### config.mk
export PLATFORM = sky130hd
export DESIGN_NAME = uart_tx
export DESIGN_NICKNAME = d
export VERILOG_FILES = /design/src/rtl/uart_tx.sv
export SDC_FILE = /design/constraint.sdc
export NUM_CORES = 1
export LEC_CHECK = 0
export BUFFER_PORTS_ARGS = -buffer_cell sky130_fd_sc_hd__buf_2
export CORE_AREA = 2 2 49 51
export DETAILED_ROUTE_END_ITERATION = 8
export DIE_AREA = 0 0 51 53
export GPL_TIMING_DRIVEN = 0
export PLACE_DENSITY = 0.77
export RECOVER_POWER = 100
export SYNTH_ARGS = -nofsm -noshare
export SYNTH_HDL_FRONTEND = slang
export SYNTH_SLANG_ARGS = --single-unit
### constraint.sdc
create_clock -name clk -period 3 [get_ports clk]
set_clock_uncertainty 0.05 [all_clocks]
set_input_delay 0.6 -clock clk [delete_from_list [all_inputs] [get_ports clk]]
set_output_delay 0.6 -clock clk [all_outputs]
set_load 0.03 [all_outputs]
### src/rtl/uart_tx.sv
// UART transmitter: start bit, LSB-first data, optional parity, 1 or 2 stop bits.
// Bit timing advances only on enable pulses; TICKS_PER_BIT pulses make one bit.
module uart_tx #(
    parameter int unsigned DATA_BITS     = 8,
    parameter int unsigned TICKS_PER_BIT = 16,
    parameter int unsigned PARITY_EN     = 0,
    parameter int unsigned PARITY_ODD    = 0,
    parameter int unsigned STOP_BITS     = 1
) (
    input  logic                 clk,
    input  logic                 rst,
    input  logic                 enable,
    input  logic                 in_valid,
    output logic                 in_ready,
    input  logic [DATA_BITS-1:0] in_data,
    output logic                 tx,
    output logic                 busy
);

    localparam int unsigned TW = $clog2(TICKS_PER_BIT);

    typedef enum logic [2:0] {
        IDLE,
        START,
        DATA,
        PARITY,
        STOP
    } state_t;

    state_t                 state_q;
    logic [TW-1:0]          tick_q;
    logic [3:0]             bit_q;
    logic [DATA_BITS-1:0]   shift_q;
    logic                   parity_q;
    logic                   tx_q;
    logic                   bit_end;

    assign bit_end  = enable && (tick_q == TW'(TICKS_PER_BIT - 1));
    assign in_ready = (state_q == IDLE) && !rst;
    assign busy     = (state_q != IDLE);
    assign tx       = tx_q;

    always_ff @(posedge clk) begin
        if (rst) begin
            state_q <= IDLE;
            tx_q    <= 1'b1;
            tick_q  <= '0;
            bit_q   <= '0;
        end else begin
            if (state_q != IDLE && enable)
                tick_q <= bit_end ? '0 : tick_q + 1'b1;
            case (state_q)
                IDLE: begin
                    if (in_valid) begin
                        shift_q  <= in_data;
                        parity_q <= (^in_data) ^ (PARITY_ODD != 0);
                        tick_q   <= '0;
                        bit_q    <= '0;
                        state_q  <= START;
                        tx_q     <= 1'b0;
                    end
                end
                START: begin
                    if (bit_end) begin
                        state_q <= DATA;
                        tx_q    <= shift_q[0];
                        shift_q <= shift_q >> 1;
                        bit_q   <= '0;
                    end
                end
                DATA: begin
                    if (bit_end) begin
                        if (bit_q == 4'(DATA_BITS - 1)) begin
                            bit_q <= '0;
                            if (PARITY_EN != 0) begin
                                state_q <= PARITY;
                                tx_q    <= parity_q;
                            end else begin
                                state_q <= STOP;
                                tx_q    <= 1'b1;
                            end
                        end else begin
                            bit_q   <= bit_q + 1'b1;
                            tx_q    <= shift_q[0];
                            shift_q <= shift_q >> 1;
                        end
                    end
                end
                PARITY: begin
                    if (bit_end) begin
                        state_q <= STOP;
                        tx_q    <= 1'b1;
                    end
                end
                STOP: begin
                    // bit_q counts stop bits already completed
                    if (bit_end) begin
                        if (bit_q == 4'(STOP_BITS - 1))
                            state_q <= IDLE;
                        else
                            bit_q <= bit_q + 1'b1;
                    end
                end
                default: begin
                    state_q <= IDLE;
                    tx_q    <= 1'b1;
                end
            endcase
        end
    end

endmodule
==> results of run 1 <==
==> critical path: cells and delay by family, from the launching register on <==
| kind | cells | cell delay, ns |
|---|---|---|
| simple gates | 2 | 0.66 |
| flops | 1 | 0.33 |
| buf+inv | 3 | 0.77 |
==> routing by layer <==
metal  vias to the layer above  part of all wire  global-route usage
met3                         4             0.066              0.0678
li1                        478                 -                   -
met4                         0            0.0082              0.0811
met2                        42              0.51               0.327
met1                       455              0.42               0.226
met5                         -                 0                   0
==> cells by family after synthesis <==
kind of cell / after synthesis / share of synthesized area
fa+ha+maj: 3 / 0.0329
simple gates: 38 / 0.188
buf+inv: 13 / 0.0461
compound gates: 30 / 0.203
flops: 20 / 0.421
xor+xnor: 3 / 0.0230
mux: 9 / 0.0866
==> flip-flops by register name (all words and copies together), names as in the netlist <==
signal / cells
bit_q: 4
shift_q: 8
state_q: 3
tx: 1
tick_q: 4
==> layout make-up <==
| type | instances | area [um^2] |
|---|---|---|
| Sequential cell | 20 | 480 |
| Multi-Input combinational cell | 83 | 606 |
| Clock buffer | 3 | 22.5 |
| Fill cell | 186 | 861 |
| Inverter | 8 | 30.0 |
| Tap cell | 28 | 35.0 |
| Buffer | 5 | 22.5 |
| Timing Repair Buffer | 13 | 61.3 |
| Clock inverter | 1 | 30.0 |
==> power groups by stage <==
stage	clock network [W]	logic (W)	registers [W]
floorplan	0	0.0000605	0.000312
global route	0.000232	0.0000950	0.000306
CTS	0.000222	0.0000883	0.000304
finish	0.000217	0.0000863	0.000305
detailed placement	0	0.0000874	0.000310
global placement	0	0.0000841	0.000309
==> how the worst max path moves through the flow <==
stage,endpoint,slack [ns]
finish,in_ready,0.29
global route,in_ready,0.24
CTS,shift_q[0],0.49
detailed placement,shift_q[5],0.46
global placement,shift_q[7],0.55
floorplan,shift_q[0],0.82
==> cell usage after synthesis, types with 3 or more instances <==
| library cell | count | area (um^2) |
|---|---|---|
| dfxtp_1 | 12 | 240 |
| nor2_1 | 11 | 41.3 |
| edfxtp_1 | 8 | 240 |
| inv_1 | 7 | 26.3 |
| mux2_2 | 7 | 78.8 |
| o21ai_0 | 6 | 30.0 |
| nand2_1 | 5 | 18.8 |
| a21oi_1 | 4 | 20.0 |
| ha_1 | 3 | 37.5 |
| nor3_1 | 3 | 15.0 |
| o2111ai_1 | 3 | 26.3 |
| o31ai_1 | 3 | 22.5 |
==> through the flow <==
stage / hold slack [ns] / power [W] / setup WS (ns)
after global placement: 0.443 / 0.000394 / 0.549
final: 0.478 / 0.000608 / 0.291
after global routing: 0.498 / 0.000633 / 0.241
after detailed placement: 0.460 / 0.000398 / 0.457
after CTS: 0.478 / 0.000615 / 0.493
after floorplan: 0.421 / 0.000372 / 0.823
==> results by group, run 1 <==
Status
  • Outcome: finished clean

CTS
  • CTS resizes: 0
  • Max Buffers Root-to-Sink: 2
  • TritonCTS buffer count: 3
  • Worst skew pair latency: 0.30 ns
  • Cts hold-fix bufs: 0
  • Max H-tree Level: 1
  • Root buf cell: clkbuf_4
  • CTS tree: done
  • Setup bufs post-CTS: 0
  • Clk slew on worst S/H paths: 0.11 ns
  • CTS sink cnt: 20

Routing
  • DR vias/cell: 6.08
  • WL final: 2430 um
  • Final ANT Viol Nets: 0
  • Vias post-DR: 979
  • DR pass1 iterations: 4
  • DR iter-0 viols: 26
  • Routed len/inst: 15.1 um
  • DR DRC count: 0

Final layout
  • Final instance area: 1290 um^2
  • Nets@finish: 149
  • Most frequent cells in the layout: 12 x buf_2, 12 x nor2_1, 12 x dfxtp_1
  • Share of cells above drive strength 1: 0.203
  • Cell Count, Final, Fillers Out: 161
  • Utilization after layout: 0.599
  • Antenna cells: 0
  • Layout area overhead: 12.8%

GRT
  • GRT Util Overall: 0.195
  • Vias in the first global route: 971
  • First-pass GRT wire length: 3990 um
  • Initial antenna violation count: 0
  • Total gr overflow: 0
  • Largest net degree at the start of global routing: 13

Floorplan
  • FP Rows: 17
  • Placeable Area: 2150 um^2
  • Die width: 51 um
  • Initial Util: 0.531
  • Die Area: 2700 um^2
  • Top Ports: 15
  • Die Y-Extent: 53 um

Setup path
  • CP required: 2.35 ns
  • Max stage delay on crit path: 0.50 ns
  • Worst R2R Path Depth: 4
  • Startpoint type of the worst setup path: flop
  • Reg2reg setup slack: 0.46 ns
  • Crit Path Category: reg2out
  • Worst reg2reg endpoint: shift_q[0]
  • Crit-path max FO: 10
  • Worst EP arrival: 2.06 ns
  • CP Launch Point: state_q[1]
  • Worst-path cell chain: buf_2 > nor3_1 > inv_1 > nor2_1 > clkbuf_1
  • Reg2reg start: state_q[1]
  • CP Capture Type: output pin
  • Slowest stage cell, crit path: nor3_1

Synth
  • Sequential fraction of the synthesis area: 0.421
  • Yosys cell types: 46
  • Average cell area after synthesis: 9.84 um^2
  • #FFs+latches synth: 20
  • Syn_nets: 131
  • Number of flops mapped to enable cells by yosys: 8
  • Warnings from Yosys: 0
  • Ys flop type: dfxtp_1
  • Synth Cell Area: 1140 um^2
  • Post-Synthesis Cells: 116
  • Synth async-reset ratio: 0

Flow run
  • Number of max-cap violations: 0

Timing
  • Final setup fails: 0
  • Post-route clock period utilization: 0.903
  • Tmin final: 2.71 ns
  • Slew Limit Fails: 0
  • FMAX: 369 MHz
  • Final hold vios: 0
  • RSZ-0062 raised after global routing: no
  • Actual slew at the worst max-slew pin: 1.19 ns
  • Setup TNS: 0 ns
  • Slew headroom: 0.204

Power
  • Cell internal pwr: 0.000466 W
  • Sw Share: 0.234
  • Leakage: 0.479 nW
  • Clock network fraction of total power: 0.357
  • Logic gate share of total power: 0.142
  • Max IR drop VDD: 0.000461 V
  • PwrDens: 472 nW/um^2
  • Reg power frac: 0.501
  • Sw Pwr: 0.000142 W

Place
  • Hpwl dp: 1760 um
  • Placed insts: 157
  • Gpl congestion: 0.926
  • PortBufs: 13
  • Area after DPL: 1240 um^2

Worst hold path
  • Min-delay src: bit_q[1]
  • Min-Delay Endpoint: bit_q[1]
  • Tightest Hold Check Type: reg2reg
  • Hold depth: 2
Note: power is estimated with default switching activity, not from simulation.
==> run 2, diff against run 1 <==
--- a/config.mk
+++ b/config.mk
@@ -12,6 +12,7 @@
 export GPL_TIMING_DRIVEN = 0
 export PLACE_DENSITY = 0.77
 export RECOVER_POWER = 100
+export SLEW_MARGIN = 15
 export SYNTH_ARGS = -nofsm -noshare
 export SYNTH_HDL_FRONTEND = slang
 export SYNTH_SLANG_ARGS = --single-unit
==> constraint.sdc (replaced) <==
create_clock -name clk -period 2.9 [get_ports clk]
set_clock_uncertainty 0.05 [all_clocks]
set_input_delay 0.58 -clock clk [delete_from_list [all_inputs] [get_ports clk]]
set_output_delay 0.58 -clock clk [all_outputs]
set_load 0.03 [all_outputs]
==> run 2 against run 1 <==
  * Critical path depth did not move
  * Count of clock-buffer cells in the layout unchanged
  * Hold slack is essentially flat
  * Sequential power up 3%
  * Combinational power increased by 4.6%
  * Clock power increased by 4%
  * Critical endpoint unchanged
  * Die area unchanged
  * Wire length is 1.6% lower
  * Final cell count is the same
  * Worst setup slack gained 0.0077 ns
  * Power increased by 3.6%
  * Final area rose by 0.39%
==> results by group, run 2 (synthesis results as in run 1) <==
Routing
  • WL final: 2390 um (was 2430 um)
  • DR vias/cell: 5.94 (was 6.08)
  • Routed len/inst: 14.9 um (was 15.1 um)
  • DR pass1 iterations: 4 (unchanged)
  • Vias post-DR: 956 (was 979)
  • Final ANT Viol Nets: 0 (unchanged)
  • DR DRC count: 0 (unchanged)
  • DR iter-0 viols: 24 (was 26)

Place
  • Hpwl dp: 1760 um (unchanged)
  • Area after DPL: 1240 um^2 (unchanged)
  • Gpl congestion: 0.926 (unchanged)
  • PortBufs: 13 (unchanged)

Final layout
  • Layout area overhead: 13.3% (was 12.8%)
  • Final instance area: 1290 um^2 (about the same)
  • FILL cells: 185 (was 186)
  • Nets@finish: 149 (unchanged)
  • Most frequent cells in the layout: 12 x buf_2, 12 x nor2_1, 12 x dfxtp_1 (unchanged)
  • Antenna cells: 0 (unchanged)
  • Flip-flop count of the largest register after layout: 8 (unchanged)
  • Biggest register: shift_q (unchanged)
  • Top Registers: shift_q: 8 flops, bit_q: 4 flops, tick_q: 4 flops (unchanged)
  • Share of cells above drive strength 1: 0.211 (was 0.203)

Timing
  • Final hold vios: 0 (unchanged)
  • RSZ-0062 raised after global routing: no (unchanged)
  • Post-route clock period utilization: 0.897
  • Tmin final: 2.60 ns
  • Final setup fails: 0 (unchanged)
  • Actual slew at the worst max-slew pin: 0.720 ns (was 1.19 ns)
  • Setup TNS: 0 ns (unchanged)
  • Slew Limit Fails: 0 (unchanged)
  • Slew headroom: 0.519 (was 0.204)
  • FMAX: 384 MHz

GRT
  • GRT Util Overall: 0.195 (unchanged)
  • Total gr overflow: 0 (unchanged)
  • Initial antenna violation count: 0 (unchanged)
  • Largest net degree at the start of global routing: 13 (unchanged)
  • First-pass GRT wire length: 3990 um (unchanged)
  • Vias in the first global route: 971 (unchanged)

Status
  • Outcome: finished clean (unchanged)

CTS
  • CTS sink cnt: 20 (unchanged)
  • Root buf cell: clkbuf_4 (unchanged)
  • CTS tree: done (unchanged)
  • Cts hold-fix bufs: 0 (unchanged)
  • Max Buffers Root-to-Sink: 2 (unchanged)
  • Setup bufs post-CTS: 0 (unchanged)
  • Max H-tree Level: 1 (unchanged)
  • CTS resizes: 0 (unchanged)
  • Worst skew pair latency: 0.30 ns (about the same)
  • Clk slew on worst S/H paths: 0.11 ns (about the same)
  • TritonCTS buffer count: 3 (unchanged)

Setup path
  • Worst EP arrival: 1.97 ns (was 2.06 ns)
  • Crit Path Category: reg2out (unchanged)
  • CP bufs+invs: 3 (unchanged)
  • Worst path top cell family by delay: buffers and inverters (unchanged)
  • Slowest stage cell, crit path: nor3_1 (unchanged)
  • Startpoint type of the worst setup path: flop (unchanged)
  • Crit-path max FO: 10 (unchanged)
  • CP required: 2.27 ns (was 2.35 ns)
  • Max stage delay on crit path: 0.51 ns (was 0.50 ns)
  • Worst-path cell chain: clkbuf_1 > nor3_1 > inv_1 > nor2_1 > buf_2 (was buf_2 > nor3_1 > inv_1 > nor2_1 > clkbuf_1)
  • CP Capture Type: output pin (unchanged)

Power
  • Max IR drop VDD: 0.000477 V (was 0.000461 V)
  • Leakage: 0.478 nW (was 0.479 nW)
  • Total power: 0.000630 W (was 0.000608 W)
  • PwrDens: 487 nW/um^2 (was 472 nW/um^2)

Worst hold path
  • Tightest Hold Check Type: reg2reg (unchanged)

Floorplan
  • FP Rows: 17 (unchanged)
  • Placeable Area: 2150 um^2 (unchanged)
  • Top Ports: 15 (unchanged)
  • Initial Util: 0.531 (unchanged)
  • Die width: 51 um (unchanged)
  • Die Y-Extent: 53 um (unchanged)
  • Die Area: 2700 um^2 (unchanged)

Flow run
  • Number of max-cap violations: 0 (unchanged)
[run 2: cell counts in the layout (fill, tap and decap cells not counted)]
No cell type changed its count.
[run 2: cell type report]
type,instances,area (um^2),area share
buffer,5,21.3,0.0165
clock buffer,3,22.5,0.0174
clock inverter,1,30.0,0.0232
inverter,8,30.0,0.0232
multi-input combinational,83,611,0.472
sequential,20,480,0.372
tap,28,35.0,0.0271
timing repair buffer,13,62.6,0.0484
[run 2: worst paths after layout]
path                            startpoint         end  cells past startpoint  slack [ns]
worst max-delay path            state_q[1]    in_ready                      5        0.30
worst min-delay path              bit_q[1]    bit_q[1]                      2        0.48
worst max register to register  state_q[1]  shift_q[0]                      4        0.64
worst min register to register    bit_q[1]    bit_q[1]                      2        0.48
[run 2: metrics by stage]
stage	hold WS, ns	worst slack, ns	instances	util
after floorplan	0.421	0.743	116	-
after global placement	0.443	0.469	157	0.578
after detailed placement	0.460	0.377	157	0.578
after CTS	0.478	0.393	161	0.602
after global routing	0.488	0.190	161	0.602
final	0.478	0.298	161	0.602
[run 2: layer usage]
| metal | GRT usage | part of all wire |
|---|---|---|
| met5 | 0 | 0 |
| met4 | 0.0811 | 0.0042 |
| met3 | 0.0678 | 0.042 |
| met2 | 0.327 | 0.51 |
| met1 | 0.226 | 0.44 |
[run 2: report_power, final]
group,switching (W),internal (W)
sequential,0.00000627,0.000309
clock,0.0000852,0.000140
combinational,0.0000558,0.0000345
total,0.000147,0.000483
[run 2: worst reg2reg max path: cells and delay by family (launching register included)]
| kind | cells | cell delay [ns] |
|---|---|---|
| xor gates and xnor gates | 1 | 0.28 |
| and+or+nand+nor | 1 | 0.28 |
| buffers and inverters | 1 | 0.34 |
| AOI/OAI and AO/OA | 1 | 0.61 |
| DFF | 1 | 0.35 |
==> run 3, diff against run 2 <==
--- a/config.mk
+++ b/config.mk
@@ -5,12 +5,13 @@
 export SDC_FILE = /design/constraint.sdc
 export NUM_CORES = 1
 export LEC_CHECK = 0
+export ABC_AREA = 1
 export BUFFER_PORTS_ARGS = -buffer_cell sky130_fd_sc_hd__buf_2
-export CORE_AREA = 2 2 49 51
+export CORE_AREA = 2 2 51 53
 export DETAILED_ROUTE_END_ITERATION = 8
-export DIE_AREA = 0 0 51 53
+export DIE_AREA = 0 0 53 55
 export GPL_TIMING_DRIVEN = 0
-export PLACE_DENSITY = 0.77
+export PLACE_DENSITY = 0.76
 export RECOVER_POWER = 100
 export SLEW_MARGIN = 15
 export SYNTH_ARGS = -nofsm -noshare
==> run 3 against run 2 <==
  * Final area fell by 0.29%
  * Sequential share of layout area rose by 0.11 points
  * First-iteration DRC count fell by 33%
  * Worst setup slack improved by 0.41 ns
  * Power rose by 140%
==> results by group, run 3 <==
Timing
  • Final hold vios: 0 (unchanged)
  • Final setup fails: 0 (unchanged)
  • Min Hold Slack: 0.427 ns (was 0.478 ns)
  • FMAX: 456 MHz (was 384 MHz)
  • Tmin final: 2.19 ns (was 2.60 ns)
  • RSZ-0062 raised after global routing: no (unchanged)
  • Actual slew at the worst max-slew pin: 0.737 ns (was 0.720 ns)
  • Setup TNS: 0 ns (unchanged)
  • Slew Limit Fails: 0 (unchanged)
  • Slew headroom: 0.509 (was 0.519)
  • Post-route clock period utilization: 0.756 (was 0.897)

Floorplan
  • Die Area: 2920 um^2 (was 2700 um^2)
  • Die width: 53 um (was 51 um)
  • Die Y-Extent: 55 um (was 53 um)
  • FP Rows: 18 (was 17)
  • Top Ports: 15 (unchanged)
  • Placeable Area: 2360 um^2 (was 2150 um^2)
  • Initial Util: 0.519 (was 0.531)

Final layout
  • Area occupied by multi-input gates: 611 um^2 (unchanged)
  • Share of cells above drive strength 1: 0.161 (was 0.211)
  • Layout area overhead: 5.10% (was 13.3%)
  • Flip-flop count of the largest register after layout: 8 (unchanged)
  • Top Registers: shift_q: 8 flops, bit_q: 4 flops, tick_q: 4 flops (unchanged)
  • Biggest register: shift_q (unchanged)
  • Final instance area: 1290 um^2 (about the same)
  • Storage element area: 480 um^2 (unchanged)
  • Antenna cells: 0 (unchanged)
  • Most common cell after layout, fill and taps aside: nand2_1
  • FILL cells: 236 (was 185)
  • Most frequent cells in the layout: 57 x nand2_1, 27 x nor2_1, 14 x inv_1 (was 12 x buf_2, 12 x nor2_1, 12 x dfxtp_1)
  • Nets@finish: 196 (was 149)

Synth
  • Ys flop type: dfxtp_1 (unchanged)
  • #FFs+latches synth: 20 (unchanged)
  • Most area-hungry cell type in the Yosys netlist: dfxtp_1 (unchanged)
  • Sequential fraction of the synthesis area: 0.392 (was 0.421)
  • Syn_nets: 177 (was 131)
  • Number of flops mapped to enable cells by yosys: 8 (unchanged)
  • Count leader, synth: nand2_1 (was dfxtp_1)
  • Synth top cells by count: 52 x nand2_1, 24 x nor2_1, 12 x dfxtp_1, 12 x inv_1, 9 x nand3_1 (was 12 x dfxtp_1, 11 x nor2_1, 8 x edfxtp_1)
  • Top-area cell type share of the netlist area: 0.196 (was 0.211)
  • Synth Cell Area: 1230 um^2 (was 1140 um^2)
  • Warnings from Yosys: 0 (unchanged)
  • Synth async-reset ratio: 0 (unchanged)
  • Yosys cell types: 26 (was 46)
  • Synth top area cells: dfxtp_1 20%, edfxtp_1 20%, nand2_1 16%, nor2_1 7.3%, nand2_2 4.1% (was dfxtp_1 21%, edfxtp_1 21%, mux2_2 6.9%, nor2_1 3.6%, ha_1 3.3%)
  • Average cell area after synthesis: 7.57 um^2 (was 9.84 um^2)
  • Post-Synthesis Cells: 162 (was 116)

Setup path
  • Slowest stage cell, crit path: a21oi_1 (was nor3_1)
  • Worst R2R Path Depth: 5 (was 4)
  • Crit Path Category: reg2reg (was reg2out)
  • Max stage delay on crit path: 0.59 ns (was 0.51 ns)
  • Worst-path cell chain: ha_1 > nand4_1 > nand2_1 > nand3_1 > a21oi_1 (was clkbuf_1 > nor3_1 > inv_1 > nor2_1 > buf_2)
  • Startpoint type of the worst setup path: flop (unchanged)
  • CP Capture Type: flop (was output pin)
  • Crit-path max FO: 8 (was 10)
  • CP required: 2.80 ns (was 2.27 ns)
  • Worst EP arrival: 2.09 ns (was 1.97 ns)

Worst hold path
  • Hold depth: 2 (unchanged)
  • Tightest Hold Check Type: in2reg (was reg2reg)

Routing
  • DR DRC count: 0 (unchanged)
  • DR pass1 iterations: 4 (unchanged)
  • DR WL met2: 1100 um (was 1230 um)
  • DR vias/cell: 5.04 (was 5.94)
  • Final ANT Viol Nets: 0 (unchanged)
  • WL met1: 1030 um (was 1050 um)
  • DR top layer: met4 (unchanged)
  • WL final: 2260 um (was 2390 um)
  • DR iter-0 viols: 16 (was 24)
  • Vias post-DR: 1059 (was 956)
  • Routed met3 length: 81 um (was 101 um)
  • Routed len/inst: 10.8 um (was 14.9 um)

GRT
  • Largest net degree at the start of global routing: 12 (was 13)
  • Vias in the first global route: 950 (was 971)
  • First-pass GRT wire length: 3800 um (was 3990 um)
  • GRT Util Overall: 0.180 (was 0.195)
  • Initial antenna violation count: 0 (unchanged)
  • Total gr overflow: 0 (unchanged)

CTS
  • Setup bufs post-CTS: 0 (unchanged)
  • CTS resizes: 0 (unchanged)
  • Cts hold-fix bufs: 0 (unchanged)
  • CTS sink cnt: 20 (unchanged)
  • Max H-tree Level: 1 (unchanged)
  • Max Buffers Root-to-Sink: 2 (unchanged)
  • CTS tree: done (unchanged)
  • TritonCTS buffer count: 3 (unchanged)
  • Worst skew pair latency: 0.30 ns (about the same)
  • Clk slew on worst S/H paths: 0.11 ns (about the same)
  • Root buf cell: clkbuf_4 (unchanged)

Power
  • PwrDens: 1170 nW/um^2 (was 487 nW/um^2)
  • Leakage: 0.647 nW (was 0.478 nW)
  • Max IR drop VDD: 0.000572 V (was 0.000477 V)

Place
  • PortBufs: 14 (was 13)
  • Area after DPL: 1330 um^2 (was 1240 um^2)
  • Gpl congestion: 0.779 (was 0.926)
  • Hpwl dp: 1810 um (was 1760 um)

Status
  • Outcome: finished clean (unchanged)

Flow run
  • Number of max-cap violations: 0 (unchanged)
-- run 3: cell types whose count changed after synthesis, moves of 3 or more --
cell       before  now
inv_1           7   12
inv_2           1    4
mux2_2          7    0
nand2_1         5   52
nand2_2         0    8
nand2_4         0    4
nand3_1         1    9
nand3_2         0    3
nor2_1         11   24
o2111ai_1       3    0
o21ai_0         6    0
o31ai_1         3    0
-- run 3: cell type report --
cell class	count	area share
inverters	16	0.0466
flip-flops and latches	20	0.373
clock buffers	3	0.0175
multi-input cells	124	0.474
plain buffers	2	0.00583
well taps	30	0.0291
repair buffers	14	0.0515
clock inverters	1	0.00291
-- run 3: layer usage --
| layer | track usage | vias to the layer above |
|---|---|---|
| li1 | - | 549 |
| met1 | 0.195 | 484 |
| met2 | 0.340 | 21 |
| met3 | 0.0269 | 5 |
| met4 | 0.0940 | 0 |
| met5 | 0 | - |
-- run 3: cells by family (layout without fill, tap and decap cells) --
group           Yosys count  in the layout  share of synthesized area
fa+ha+maj                 3              3                     0.0306
flops                    20             20                      0.392
simple gates            111            111                      0.466
compound gates            8              8                     0.0388
buf+inv                  18             36                     0.0582
xor+xnor                  2              2                     0.0143
-- run 3: worst max-delay path: cells and delay by family (launching register included) --
kind	cells	cell delay, ns
and+or+nand+nor	3	0.57
adders and majority gates	1	0.22
AOI/OAI and AO/OA	1	0.59
DFF	1	0.40
-- run 3: worst paths after layout --
path                            startpoint          to  slack, ns
worst max register to register   tick_q[0]  shift_q[1]       0.71
worst max-delay path             tick_q[0]  shift_q[1]       0.71
worst min register to register          tx          tx       0.43
worst min-delay path                   rst    bit_q[2]       0.43
-- run 3: where the power goes --
group          internal (W)  leakage (nW)  switching, W
Sequential         0.000417         0.173     0.0000644
Combinational      0.000276         0.458      0.000613
Clock             0.0000503        0.0154     0.0000840
Total              0.000744         0.647      0.000762
-- run 3: stage by stage --
stage / instances / util / total power (W) / worst slack, ns
3_3_place_gp: 206 / 0.564 / 0.00148 / 0.821
2_1_floorplan: 162 / - / 0.00133 / 1.10
3_5_place_dp: 206 / 0.564 / 0.00152 / 0.810
5_1_grt: 210 / 0.545 / 0.00166 / 0.514
6_report: 210 / 0.545 / 0.00151 / 0.706
4_1_cts: 210 / 0.575 / 0.00166 / 0.838
